### config.mk
export PLATFORM = sky130hd
export DESIGN_NAME = seq_const_mult
export DESIGN_NICKNAME = d
export VERILOG_FILES = /design/src/rtl/seq_const_mult.sv
export SDC_FILE = /design/constraint.sdc
export NUM_CORES = 1
export LEC_CHECK = 0
export CAP_MARGIN = 20
export CORE_MARGIN = 2
export CORE_UTILIZATION = 49
export DETAILED_ROUTE_END_ITERATION = 8
export PLACE_DENSITY_LB_ADDON = 0.12
export SLEW_MARGIN = 20
export SYNTH_ARGS = -nofsm -noshare
export SYNTH_HDL_FRONTEND = slang
export SYNTH_SLANG_ARGS = --single-unit
### constraint.sdc
create_clock -name clk -period 2.6 [get_ports clk]
set_clock_uncertainty 0.1 [all_clocks]
set_input_delay 0.52 -clock clk [delete_from_list [all_inputs] [get_ports clk]]
set_output_delay 0.52 -clock clk [all_outputs]
set_load 0.1 [all_outputs]
### src/rtl/seq_const_mult.sv
// Sequential shift-add multiplier by a compile-time constant: product = a * CONST.
// One constant bit is scanned per clock; valid/ready handshake on both sides.
module seq_const_mult #(
  parameter int              WIDTH = 5,
  parameter int              CW    = 6,
  parameter logic [CW-1:0]   CONST = CW'(37),
  localparam int             PW    = WIDTH + CW
) (
  input  logic             clk,
  input  logic             rst,
  input  logic             in_valid,
  output logic             in_ready,
  input  logic [WIDTH-1:0] a,
  output logic             out_valid,
  input  logic             out_ready,
  output logic [PW-1:0]    product,
  output logic             busy
);

  localparam int CNTW = $clog2(CW) + 1;
  localparam int CN   = 1 << CNTW;
  // Zero-padded copy of CONST so it can be indexed by the full-width counter.
  localparam logic [CN-1:0]   CPAD = {{(CN-CW){1'b0}}, CONST};
  localparam logic [CNTW-1:0] LAST = CNTW'(CW - 1);

  typedef enum logic [1:0] {IDLE, RUN, DONE} state_t;

  state_t          state;
  logic [WIDTH-1:0] a_reg;
  logic [CNTW-1:0]  cnt;
  logic [PW-1:0]    acc;
  logic [PW-1:0]    term;

  always_comb begin
    term = '0;
    if (CPAD[cnt]) term = {{CW{1'b0}}, a_reg} << cnt;
  end

  assign product = acc;

  always_ff @(posedge clk) begin
    if (rst) begin
      state     <= IDLE;
      acc       <= '0;
      a_reg     <= '0;
      cnt       <= '0;
      in_ready  <= 1'b1;
      out_valid <= 1'b0;
      busy      <= 1'b0;
    end else begin
      case (state)
        IDLE: if (in_valid) begin
          a_reg    <= a;
          acc      <= '0;
          cnt      <= '0;
          state    <= RUN;
          in_ready <= 1'b0;
          busy     <= 1'b1;
        end
        RUN: begin
          acc <= acc + term;
          cnt <= cnt + 1'b1;
          if (cnt == LAST) begin
            state     <= DONE;
            out_valid <= 1'b1;
          end
        end
        DONE: if (out_ready) begin
          state     <= IDLE;
          out_valid <= 1'b0;
          busy      <= 1'b0;
          in_ready  <= 1'b1;
        end
        default: begin
          state     <= IDLE;
          in_ready  <= 1'b1;
          out_valid <= 1'b0;
          busy      <= 1'b0;
        end
      endcase
    end
  end

endmodule

==> results.yml <==
clock_tree:
  postCtsHoldBufs: 0
  cts.sinks: 26
  cts_tree: "built"
  cts-root-buf: "clkbuf_4"
  htree_levels: 1
  cts_buffers: 3
  clk_latency_ns: 0.34
  clk_pin_slew_ns: 0.15
  cts_max_path_buffers: 2
routing:
  ant_nets: 0
  wirelength_microns: 4620
  avgRoutedWirePerCell_microns: 15.0
  drcViolationCount: 0
  first_iter_violations: 107
  via_per_inst: 5.60
  route.vias.total: 1724
  drtPass1Iterations: 4
synthesis:
  synthMuxAreaShare: 0.0489
  syn-instance-count: 215
  syn-cell-area_sq_mm: 0.00171
  yosysWarnings: 0
  ys_seq_elements: 26
  synth_compound_area_frac: 0.232
  ys_seq_area_frac: 0.304
  yosys.area_share.xor_xnor: 0.0409
  synthSimpleGateAreaFrac: 0.239
  yosys.area_share.adder: 0.0993
  synth_top_family_by_area: "simple AND/OR/NAND/NOR gates"
  synthesis.nets: 237
  syn_area_per_cell_sq_um: 7.97
  ys_types: 45
timing:
  fin_crit_ns: 2.63
  worstMarginPinSlew_ns: 0.443
  slew_violations: 0
  slew_headroom: 0.704
  final.setup.tns_ns: -0.0434
  hold_viol: 0
  fmax_mhz: 381
  whs_ns: 0.393
  rsz0062_at_grt: "true"
  finalSetupViolCount: 2
  period_share: 1.01
  fin_ws_ns: -0.0271
flow_run:
  maxCapViolCount: 0
floorplanning:
  initial_utilization: 0.514
  io_pins: 23
  die_y_microns: 63.1
  dieWidth_microns: 63.1
  dieArea_sq_mm: 0.00399
  num_rows: 21
  core_sq_mm: 0.00334
layout:
  syn_to_final_growth_pct: 34.2
  finalInstanceArea_sq_mm: 0.00230
  layout_common_cells: "buf_4 (41), nand2_1 (25), nor2_1 (23)"
  fillCellCount: 291
  finalNetCount: 285
  largest_reg_flops: 11
  layout-drive-gt1-share: 0.321
  layout_commonest_cell: "buf_4"
  post-route-util: 0.690
  diodes: 0
  multi_input_area_sq_mm: 0.00126
  register_area_sq_um: 528
global_route:
  overflow: 0
  track_usage: 0.239
  grt_max_degree: 15
  grt_pass1_wl_microns: 7540
  grt_pass1_vias: 1747
  antenna_found_initial: 0
placed_design:
  dp_hpwl_microns: 3500
  port_buffers: 22
  place.gp.congestion: 0.861
  dpl_cell_area_sq_mm: 0.00212
pwr:
  p_leak_nw: 0.980
  finalPower_mw: 0.879
  power.density_mw_per_mm2: 382
  ir_drop_uv: 326
critical_path:
  required_ns: 2.77
  path_class: "reg -> reg"
  r2r_slack_ns: -0.03
  end_kind: "flop"
  worstPathMaxFanout: 6
  cp.arrival_ns: 2.80
  startpoint_type: "flop"
run_status:
  violations: "negative setup slack"
  status: "complete, but fails checks"
worst_hold_path:
  hold_path.class: "reg -> reg"
==> critical path, stage by stage (launching register included) <==
cell	delay, ns
dfxtp_4	0.44
buf_4	0.14
mux2_4	0.32
nand2_2	0.08
o21ai_2	0.06
a22oi_1	0.19
nor2b_1	0.09
ha_1	0.36
a21oi_1	0.17
o21ai_0	0.12
a21oi_2	0.14
xnor2_1	0.15
a21oi_1	0.09
o22ai_1	0.12
==> area by class of cell <==
class	count	share of cell area
Inverter	6	0.00979
Sequential cell	26	0.229
Timing Repair Buffer	50	0.173
Tap cell	46	0.0250
Multi-Input combinational cell	176	0.546
Clock buffer	4	0.0158
==> synthesized netlist by cell type (all sizes together) <==
cell     number  area, sq um
a211oi        2         15.0
a21o          4         30.0
a21oi        23          123
a22o          4         35.0
a22oi         4         30.0
a2bb2oi       1         8.76
a311o         1         10.0
a31oi         3         18.8
a41oi         1         16.3
and2b         1         7.51
and4b         1         10.0
buf           4         27.5
clkbuf        3         11.3
dfxtp        26          521
fa            1         20.0
ha           12          150
inv           6         22.5
mux2          1         11.3
mux2i         6         72.6
nand2        30          113
nand2b        5         33.8
nand3         6         30.0
nand3b        2         15.0
nand4         1         6.26
nand4b        1         8.76
nor2         28          105
nor2b         4         25.0
nor3          6         30.0
nor3b         1         7.51
o21a          3         22.5
o21ai         6         30.0
o21bai        3         22.5
o22ai         2         12.5
o31ai         1         7.51
o41ai         1         16.3
or2           3         18.8
xnor2         6         52.6
xor2          2         17.5
==> final timing paths <==
| check | endpoint | startpoint | cells after the start |
|---|---|---|---|
| setup reg to reg | product[10] | cnt[0] | 13 |
| setup / recovery | product[10] | cnt[0] | 13 |
| hold / removal | out_valid | out_valid | 2 |
| hold reg to reg | out_valid | out_valid | 2 |
==> stage by stage <==
stage | setup slack [ns] | instances
final | -0.0271 | 308
after global routing | -0.187 | 308
after CTS | -0.0102 | 307
after detailed placement | -0.117 | 302
after global placement | -0.0269 | 302
after floorplan | -0.0208 | 215
==> where the power goes <==
group	internal [mW]	total (mW)	switching, mW
logic	0.0956	0.232	0.137
registers	0.413	0.432	0.0185
clock network	0.0860	0.215	0.129
total	0.595	0.879	0.284
==> kinds of logic (layout without fill, tap and decap cells) <==
group | Yosys count | count (layout)
AO/OA/AOI/OAI | 59 | 59
XOR/XNOR | 8 | 8
flip-flops | 26 | 26
multiplexers | 7 | 7
adder cells (fa/ha/maj) | 13 | 13
buffers and inverters | 13 | 60
AND/OR/NAND/NOR | 89 | 89
==> layer usage <==
layer | global-route usage | vias up | wire length (microns)
li1 | - | 855 | -
met1 | 0.259 | 833 | 1940
met2 | 0.469 | 27 | 2510
met3 | 0.0268 | 9 | 87
met4 | 0.0861 | 0 | 77
met5 | 0 | - | 0
==> repair_timing <==
action,4_1_cts,5_1_grt
hold endpoints to repair,0,0
pin swaps,12,23
gates resized for setup,12,25
buffers inserted,2,2
setup endpoints to repair,5,7
Note: power is estimated with default switching activity, not from simulation.
